**src/rtl/fetch_pkg.sv**
```systemverilog
// rtl/fetch_pkg.sv - shared types and constants for the fetch sequencer
// Holds the RUN/HALT state type, buffer depth, default geometry and a pc wrap helper.
package fetch_pkg;

   typedef enum logic {
      ST_RUN  = 1'b0,
      ST_HALT = 1'b1
   } fetch_state_t;

   // Buffer between fetch and decode; count needs to represent 0..FIFO_DEPTH.
   localparam int unsigned FIFO_DEPTH = 2;
   localparam int unsigned CNT_W      = 2;

   localparam int unsigned DEFAULT_MEM_WORDS = 128;
   localparam int unsigned DEFAULT_RESET_PC  = 0;

   // Memory depth is a power of two, so the modulo is a mask.
   function automatic logic [31:0] wrap_pc(input logic [31:0] v, input int unsigned words);
      return v & (words - 32'd1);
   endfunction

endpackage

```
**src/rtl/fetch_sequencer_if.sv**
```systemverilog
// rtl/fetch_sequencer_if.sv - memory, redirect and decode-side signals of the fetch sequencer
// master: the sequencer (drives pc, out_*, halted); slave: memory/decode/branch side.
interface fetch_sequencer_if;

   logic [31:0] pc;
   logic [31:0] instr;
   logic        isdone;
   logic        redirect;
   logic [31:0] redirect_pc;
   logic        out_valid;
   logic        out_ready;
   logic [31:0] out_instr;
   logic [31:0] out_pc;
   logic        halted;

   modport master (
      output pc,
      input  instr,
      input  isdone,
      input  redirect,
      input  redirect_pc,
      output out_valid,
      input  out_ready,
      output out_instr,
      output out_pc,
      output halted
   );

   modport slave (
      input  pc,
      output instr,
      output isdone,
      output redirect,
      output redirect_pc,
      input  out_valid,
      output out_ready,
      input  out_instr,
      input  out_pc,
      input  halted
   );

endinterface

```
**src/rtl/fetch_fifo.sv**
```systemverilog
// rtl/fetch_fifo.sv - two-entry {pc, instr} buffer with push, pop and flush
// Ports: clk, rst_n (async, active low), push, pop, flush, din[63:0], dout[63:0] (oldest entry),
//        count (entries held).
module fetch_fifo
   import fetch_pkg::*;
(
   input  logic             clk,
   input  logic             rst_n,
   input  logic             push,
   input  logic             pop,
   input  logic             flush,
   input  logic [63:0]      din,
   output logic [63:0]      dout,
   output logic [CNT_W-1:0] count
);

   logic [63:0] mem [FIFO_DEPTH];
   logic        wr_ptr;
   logic        rd_ptr;
   logic        pop_ok;
   logic        push_ok;

   assign pop_ok  = pop && (count != '0);
   // A full buffer still accepts a push when the head leaves in the same cycle;
   // the write lands in the slot being vacated, so order is preserved.
   assign push_ok = push && ((count < CNT_W'(FIFO_DEPTH)) || pop_ok);

   always_ff @(posedge clk or negedge rst_n) begin
      if (!rst_n) begin
         wr_ptr <= 1'b0;
         rd_ptr <= 1'b0;
         count  <= '0;
      end else if (flush) begin
         wr_ptr <= 1'b0;
         rd_ptr <= 1'b0;
         count  <= '0;
      end else begin
         if (push_ok) wr_ptr <= ~wr_ptr;
         if (pop_ok)  rd_ptr <= ~rd_ptr;
         count <= count + CNT_W'(push_ok) - CNT_W'(pop_ok);
      end
   end

   // Payload needs no reset: it is only observed while count is non-zero.
   always_ff @(posedge clk) begin
      if (push_ok && !flush) mem[wr_ptr] <= din;
   end

   assign dout = mem[rd_ptr];

endmodule

```
**src/rtl/fetch_sequencer.sv**
```systemverilog
// rtl/fetch_sequencer.sv - instruction fetch sequencer with 2-entry decode buffer
// Ports: clk, rst_n (async, active low), bus (fetch_sequencer_if.master): pc to memory,
//        instr/isdone from memory, redirect/redirect_pc from a later stage,
//        out_valid/out_ready/out_instr/out_pc towards decode, halted status.
module fetch_sequencer
   import fetch_pkg::*;
#(
   parameter int unsigned RESET_PC  = DEFAULT_RESET_PC,
   parameter int unsigned MEM_WORDS = DEFAULT_MEM_WORDS
)
(
   input  logic               clk,
   input  logic               rst_n,
   fetch_sequencer_if.master  bus
);

   fetch_state_t     state;
   fetch_state_t     state_nxt;
   logic [31:0]      pc_q;
   logic [31:0]      pc_nxt;
   logic [CNT_W-1:0] count;
   logic [63:0]      head;
   logic             valid_c;
   logic             pop_c;
   logic             fetch_c;
   logic             halted_c;
   logic [31:0]      out_instr_c;
   logic [31:0]      out_pc_c;

   // State register
   always_ff @(posedge clk or negedge rst_n) begin
      if (!rst_n) state <= ST_RUN;
      else        state <= state_nxt;
   end

   // Next state: redirect always restarts fetching, even out of HALT.
   always_comb begin
      state_nxt = state;
      if (bus.redirect)
         state_nxt = ST_RUN;
      else if ((state == ST_RUN) && bus.isdone)
         state_nxt = ST_HALT;
   end

   // Outputs / per-cycle decisions
   always_comb begin
      valid_c     = (count != '0);
      pop_c       = valid_c && bus.out_ready;
      fetch_c     = (state == ST_RUN) && !bus.isdone && !bus.redirect &&
                    ((count < CNT_W'(FIFO_DEPTH)) || pop_c);
      halted_c    = (state == ST_HALT) && (count == '0);
      out_pc_c    = 32'd0;
      out_instr_c = 32'd0;
      if (valid_c) begin
         out_pc_c    = head[63:32];
         out_instr_c = head[31:0];
      end
   end

   always_comb begin
      pc_nxt = pc_q;
      if (bus.redirect)
         pc_nxt = wrap_pc(bus.redirect_pc, MEM_WORDS);
      else if (fetch_c)
         pc_nxt = wrap_pc(pc_q + 32'd1, MEM_WORDS);
   end

   always_ff @(posedge clk or negedge rst_n) begin
      if (!rst_n) pc_q <= 32'(RESET_PC);
      else        pc_q <= pc_nxt;
   end

   // Redirect flushes everything; a head handshaken in that cycle is simply
   // dropped with the rest, which is the same as having been consumed.
   fetch_fifo u_fifo (
      .clk   (clk),
      .rst_n (rst_n),
      .push  (fetch_c),
      .pop   (pop_c),
      .flush (bus.redirect),
      .din   ({pc_q, bus.instr}),
      .dout  (head),
      .count (count)
   );

   assign bus.pc        = pc_q;
   assign bus.out_valid = valid_c;
   assign bus.out_instr = out_instr_c;
   assign bus.out_pc    = out_pc_c;
   assign bus.halted    = halted_c;

endmodule

```
**src/flat_wrapper.sv**
```systemverilog
// flat-port wrapper written by rule: the top's interface ports become plain ports
module fetch_sequencer_flat import fetch_pkg::*;
#(
   parameter int unsigned RESET_PC  = DEFAULT_RESET_PC,
   parameter int unsigned MEM_WORDS = DEFAULT_MEM_WORDS
)
  (clk, rst_n, bus_pc, bus_instr, bus_isdone, bus_redirect, bus_redirect_pc, bus_out_valid, bus_out_ready, bus_out_instr, bus_out_pc, bus_halted);
  fetch_sequencer_if bus_i ();
  input  logic clk;
  input  logic rst_n;
  output wire logic [$bits(bus_i.pc)-1:0] bus_pc;
  input wire logic [$bits(bus_i.instr)-1:0] bus_instr;
  input wire logic [$bits(bus_i.isdone)-1:0] bus_isdone;
  input wire logic [$bits(bus_i.redirect)-1:0] bus_redirect;
  input wire logic [$bits(bus_i.redirect_pc)-1:0] bus_redirect_pc;
  output wire logic [$bits(bus_i.out_valid)-1:0] bus_out_valid;
  input wire logic [$bits(bus_i.out_ready)-1:0] bus_out_ready;
  output wire logic [$bits(bus_i.out_instr)-1:0] bus_out_instr;
  output wire logic [$bits(bus_i.out_pc)-1:0] bus_out_pc;
  output wire logic [$bits(bus_i.halted)-1:0] bus_halted;
  assign bus_pc = bus_i.pc;
  assign bus_i.instr = bus_instr;
  assign bus_i.isdone = bus_isdone;
  assign bus_i.redirect = bus_redirect;
  assign bus_i.redirect_pc = bus_redirect_pc;
  assign bus_out_valid = bus_i.out_valid;
  assign bus_i.out_ready = bus_out_ready;
  assign bus_out_instr = bus_i.out_instr;
  assign bus_out_pc = bus_i.out_pc;
  assign bus_halted = bus_i.halted;
  fetch_sequencer #(.RESET_PC(RESET_PC), .MEM_WORDS(MEM_WORDS)) u_core (.clk(clk), .rst_n(rst_n), .bus(bus_i));
endmodule
```
**config.mk**
```make
export PLATFORM = sky130hd
export DESIGN_NAME = fetch_sequencer_flat
export DESIGN_NICKNAME = d
export VERILOG_FILES = /design/src/rtl/fetch_pkg.sv /design/src/rtl/fetch_sequencer_if.sv /design/src/rtl/fetch_fifo.sv /design/src/rtl/fetch_sequencer.sv /design/src/flat_wrapper.sv
export SDC_FILE = /design/constraint.sdc
export NUM_CORES = 1
export LEC_CHECK = 0
export BUFFER_PORTS_ARGS = -buffer_cell sky130_fd_sc_hd__buf_2
export CAP_MARGIN = 20
export CORE_UTILIZATION = 25
export DETAILED_ROUTE_END_ITERATION = 10
export GPL_TIMING_DRIVEN = 0
export PLACE_DENSITY = 0.48
export SYNTH_ARGS = -nofsm -noshare
export SYNTH_HDL_FRONTEND = slang
export SYNTH_SLANG_ARGS = --single-unit
export TNS_END_PERCENT = 50
```
**constraint.sdc**
```tcl
create_clock -name clk -period 2.7 [get_ports clk]
set_clock_uncertainty 0.15 [all_clocks]
set_input_delay 0.54 -clock clk [delete_from_list [all_inputs] [get_ports clk]]
set_output_delay 0.54 -clock clk [all_outputs]
set_load 0.01 [all_outputs]
```
==> out/results.txt, run 1 <==
Avg Inst Size Synth: 14.1 um^2
routed wire length: 7920 um
crit path kind: flip-flop to output port
vias per cell: 3.71
vias after detailed routing: 2421
Nets: 510
per-cell routed wire length: 12.1 um
clock buffer depth: 2
CTS root buffer: clkbuf_16
worst slew pin tran: 0.722 ns
dpl ws: 0.155 ns
initial antenna violation count: 0
crit-path max FO: 10
die area: 16500 um^2
Netlist Area Pre-Place: 3990 um^2
DP Area: 4960 um^2
post-DP HPWL: 5520 um
Post-DRT Antenna Nets: 0
Hold Vio Cnt, Final: 0
1st-iter DRT viols: 49
Seq/Total Area, Yosys: 0.662
Total GRT Usage: 0.0998
Final setup viols: 0
Final WS setup: 0.389 ns
clk_lat worst skew: 0.34 ns
fin util: 0.341
Initial Util: 0.260
CP Launch Type: flip-flop
most frequent cells in the layout: 98 x buf_2, 78 x edfxtp_1, 54 x buf_4
status: finished, final reports clean
Syn Inst Count: 284
# DRC: 0
Hold Path Class: input port to flip-flop
Hold Slack: 0.232 ns
Netlist cell types: 28
final worst-path cycle share: 0.856
RSZ-0062 raised after global routing: false
Placeable Area: 15400 um^2
#FFs+latches synth: 90
layout cells sized above 1: 0.398
most common cell after layout, fill and taps aside: buf_2
TritonCTS Sinks: 90
Slew HR: 0.518
Critical Path RT: 2.01 ns
die width: 128 um
maximum vdd drop: 0.000329 V
Area Growth Syn to Fin: 31.4%
CTS tree: done
fmax: 0.433 GHz
Core Rows: 45
clk slew on worst S/H paths: 0.06 ns
Power Total: 0.00409 W
quantity of I/O buffers inserted on ports: 91
first-pass GRT wire length: 12100 um
final RePlAce weighted congestion: 0.726
Detailed Routing Iterations Pass 1: 3
fin crit period: 2.31 ns
I/O Pins: 167
Die Ht: 128 um
vias in the first global route: 2365
post-route cell area: 5250 um^2
H-tree Lvls: 3
max-cap violations: 0
Leakage Power: 2.25 nW
# resized after CTS: 0
PwrDens: 780 nW/um^2
max-slew violation count: 0
n_diodes: 0
cts bufs inserted: 9
crit end category: output port
GRT overflow: 0
CP Data Arrival Time: 1.62 ns
largest net degree at the start of global routing: 22
warnings from Yosys: 0
worst max-delay path: stages (launching register included):
cell     delay, ns
dfrtp_1       0.43
nor2_2        0.28
buf_2         0.30
and2_1        0.16
buf_2         0.12
power by group:
group | switching (W) | internal, W | leakage [nW]
registers | 0.0000494 | 0.00161 | 0.863
clock network | 0.000483 | 0.000706 | 0.137
logic | 0.000718 | 0.000526 | 1.25
cell type report:
type	count	area (um^2)
buffer	61	440
clock inverter	4	43.8
fill	1581	10100
sequential	90	2640
multi-input combinational	179	1090
timing repair buffer	94	520
inverter	3	11.3
tap	211	264
clock buffer	11	233
sequential cells by signal, indices dropped and copies added (netlist names):
| name | flops |
|---|---|
| u_core.u_fifo.mem | 78 |
| u_core.bus.pc | 7 |
| u_core.u_fifo.count | 2 |
| u_core.state | 1 |
| u_core.u_fifo.rd_ptr | 1 |
| u_core.u_fifo.wr_ptr | 1 |
per-layer routing:
metal,up-vias,GRT usage,part of all wire
met5,-,0,0
met4,0,0.0623,0.025
met2,102,0.158,0.46
li1,1196,-,-
met1,1110,0.123,0.46
met3,13,0.0229,0.059
synthesized netlist by cell type:
master | instances | area, um^2
nor2_8 | 1 | 20.0
and2_1 | 2 | 12.5
inv_1 | 2 | 7.51
dfrtp_1 | 12 | 300
nor2b_1 | 1 | 6.26
and4_1 | 1 | 8.76
xor2_1 | 7 | 61.3
nand2b_2 | 1 | 8.76
conb_1 | 1 | 3.75
and3_1 | 1 | 6.26
and2_4 | 1 | 8.76
nand2_4 | 1 | 11.3
nand4_1 | 3 | 18.8
buf_4 | 54 | 405
or2_4 | 1 | 8.76
nor2_2 | 3 | 18.8
o21ai_1 | 6 | 30.0
nor2_1 | 43 | 161
buf_2 | 7 | 35.0
o21ai_0 | 1 | 5.00
xnor2_1 | 3 | 26.3
ha_1 | 3 | 37.5
mux2i_1 | 40 | 400
nand3_1 | 2 | 10.0
inv_2 | 1 | 3.75
nand2_1 | 7 | 26.3
edfxtp_1 | 78 | 2340
and3_2 | 1 | 7.51
repair_timing:
item | in CTS | in global routing
endpoints found under the hold margin | 12 | 0
buffers inserted | 0 | 0
hold buffers | 1 | 0
through the flow:
stage	setup TNS (ns)	std cells
final	0	653
after global routing	0	653
after CTS	0	653
after detailed placement	0	637
after global placement	-63.73	635
after floorplan	0	333
cells by family (layout without fill, tap and decap cells):
kind of cell	Yosys count	after routing	synth area share
xor+xnor	10	10	0.0219
fa+ha+maj	3	3	0.00940
flops	90	90	0.662
mux	40	40	0.100
compound gates	7	7	0.00877
buf+inv	64	173	0.113
other cells	1	50	0.000939
simple gates	69	69	0.0837
path summary, 6_finish.rpt:
check | from | slack, ns | cells past startpoint | end
max in group asynchronous | rst_n | 1.68 | 2 | u_core.bus.pc[2]$_DFFE_PN0P_
min in group asynchronous | rst_n | 0.48 | 2 | u_core.bus.pc[5]$_DFFE_PN0P_
worst min-delay path | bus_instr[18] | 0.23 | 1 | u_core.u_fifo.mem[1][18]$_DFFE_PP_
worst min register to register | u_core.bus.pc[5]$_DFFE_PN0P_ | 0.40 | 0 | u_core.u_fifo.mem[0][37]$_DFFE_PP_
worst max-delay path | u_core.u_fifo.count[1]$_DFF_PN0_ | 0.39 | 4 | bus_halted
worst max register to register | u_core.state$_DFFE_PN0P_ | 0.45 | 5 | u_core.u_fifo.mem[0][6]$_DFFE_PP_
(Power assumes the default switching activity.)
==> run 2: changes to the inputs <==
--- a/config.mk
+++ b/config.mk
@@ -10,7 +10,7 @@
 export CORE_UTILIZATION = 25
 export DETAILED_ROUTE_END_ITERATION = 10
 export GPL_TIMING_DRIVEN = 0
-export PLACE_DENSITY = 0.48
+export PLACE_DENSITY = 0.5
 export SYNTH_ARGS = -nofsm -noshare
 export SYNTH_HDL_FRONTEND = slang
 export SYNTH_SLANG_ARGS = --single-unit
==> run 2 against run 1 <==
Net effect: core utilization rose by 0.17 points; setup slack improved by 0.0042 ns; non-clock buffer count did not move; die area did not move; critical path type unchanged; sequential cell count did not move.
==> out/results.txt, run 2 (synthesized netlist as in run 1, its figures left out) <==
Final setup viols: 0
most common cell after layout, fill and taps aside: buf_2
final RePlAce weighted congestion: 0.730
max-cap violations: 0
Die Ht: 128 um
Multi-input gate area: 1090 um^2
per-cell routed wire length: 11.5 um
DP Cell Count: 637
Hold Vio Cnt, Final: 0
most frequent cells in the layout: 98 x buf_2, 78 x edfxtp_1, 54 x buf_4
Non-Filler Instances: 654
TritonCTS Sinks: 90
quantity of I/O buffers inserted on ports: 91
status: finished, final reports clean
Crit-path slowest cell: dfrtp_1
Worst Hold Path Cells: 1
clk slew on worst S/H paths: 0.06 ns
PwrDens: 798 nW/um^2
final worst-path cycle share: 0.854
Post-DRT Antenna Nets: 0
largest net degree at the start of global routing: 25
clk_lat worst skew: 0.34 ns
crit-path max cell delay: 0.43 ns
crit end category: output port
Placeable Area: 15400 um^2
vias per cell: 3.64
CTS root buffer: clkbuf_16
cts bufs inserted: 9
Largest Register: u_core.u_fifo.mem
Critical Path RT: 2.01 ns
RSZ-0062 raised after global routing: false
Detailed Routing Iterations Pass 1: 4
max reg flops: 78
Leakage Power: 2.26 nW
CP most frequent cell: buf_2
n_diodes: 0
initial antenna violation count: 0
Power Total: 0.00421 W
Total GRT Usage: 0.0964
Filler cells: 1574
# resized after CTS: 0
Core Rows: 45
routed wire length: 7550 um
worst slew pin tran: 0.560 ns
CP cell instances: nor2_2, buf_2, and2_1, buf_2
FF-to-FF path depth: 5
CTS tree: done
vias after detailed routing: 2383
die width: 128 um
layout cells sized above 1: 0.404
GRT overflow: 0
crit path kind: flip-flop to output port
die area: 16500 um^2
Initial Util: 0.260
# DRC: 0
vias in the first global route: 2293
first-pass GRT wire length: 11800 um
fmax: 0.434 GHz
CP Data Arrival Time: 1.62 ns
clock buffer depth: 2
max-slew violation count: 0
fin crit period: 2.31 ns
H-tree Lvls: 3
CP Launch Type: flip-flop
post-DP HPWL: 5440 um
maximum vdd drop: 0.000302 V
1st-iter DRT viols: 58
Hold Path Class: input port to flip-flop
FF/Latch Area: 2640 um^2
Area Growth Syn to Fin: 32.1%
Nets: 510
crit-path max FO: 10
Slew HR: 0.626
I/O Pins: 167
run 2: cell count changes in the layout (fill, tap and decap cells not counted), sizes merged:
cell / previous run / this run
bufinv: 1 / 2
clkinvlp: 0 / 2
clkinv: 3 / 2
clkbuf: 11 / 9
inv: 3 / 4
run 2: cell type report:
class	count	area share
Sequential cell	90	0.501
Multi-Input combinational cell	179	0.207
Timing Repair Buffer	94	0.0958
Buffer	61	0.0835
Tap cell	211	0.0501
Clock buffer	9	0.0427
Clock inverter	7	0.0176
Inverter	3	0.00214
run 2: layer usage:
layer | GRT usage | vias to the layer above | routed length [um]
li1 | - | 1197 | -
met1 | 0.116 | 1075 | 3280
met2 | 0.155 | 102 | 3530
met3 | 0.0345 | 9 | 614
met4 | 0.0436 | 0 | 119
met5 | 0 | - | 0
run 2: path summary, 6_finish.rpt:
kind                                                            to                              from  slack [ns]
max in group asynchronous         u_core.u_fifo.rd_ptr$_DFFE_PN0P_                             rst_n        1.71
worst max register to register   u_core.u_fifo.mem[1][7]$_DFFE_PP_          u_core.state$_DFFE_PN0P_        0.53
worst min-delay path             u_core.u_fifo.mem[0][9]$_DFFE_PP_                      bus_instr[9]        0.24
worst min register to register  u_core.u_fifo.mem[0][37]$_DFFE_PP_      u_core.bus.pc[5]$_DFFE_PN0P_        0.40
min in group asynchronous             u_core.bus.pc[5]$_DFFE_PN0P_                             rst_n        0.46
worst max-delay path                                    bus_halted  u_core.u_fifo.count[1]$_DFF_PN0_        0.39
run 2: timing repair:
action,CTS,global route
setup buffers,0,0
endpoints found under the hold margin,12,0
hold buffers,1,0
run 2: critical path, delay by kind of cell, from the launching register on:
family	cells	cell delay (ns)
buf+inv	2	0.42
flops	1	0.43
simple gates	2	0.43
run 2: metrics by stage:
step	hold WS (ns)	setup WS (ns)	util	area (um^2)	setup TNS, ns
global route	0.220	0.225	0.343	5270	0
finish	0.239	0.393	0.343	5270	0
CTS	0.219	0.310	0.343	5270	0
floorplan	0.0944	0.0923	-	4180	0
detailed placement	0.296	0.275	0.322	4950	0
global placement	0.288	-0.761	0.319	4900	-58.98
run 2: power by group:
group / internal (W) / switching [W]
Clock: 0.000808 / 0.000504
Combinational: 0.000522 / 0.000716
Sequential: 0.00161 / 0.0000479
Total: 0.00294 / 0.00127
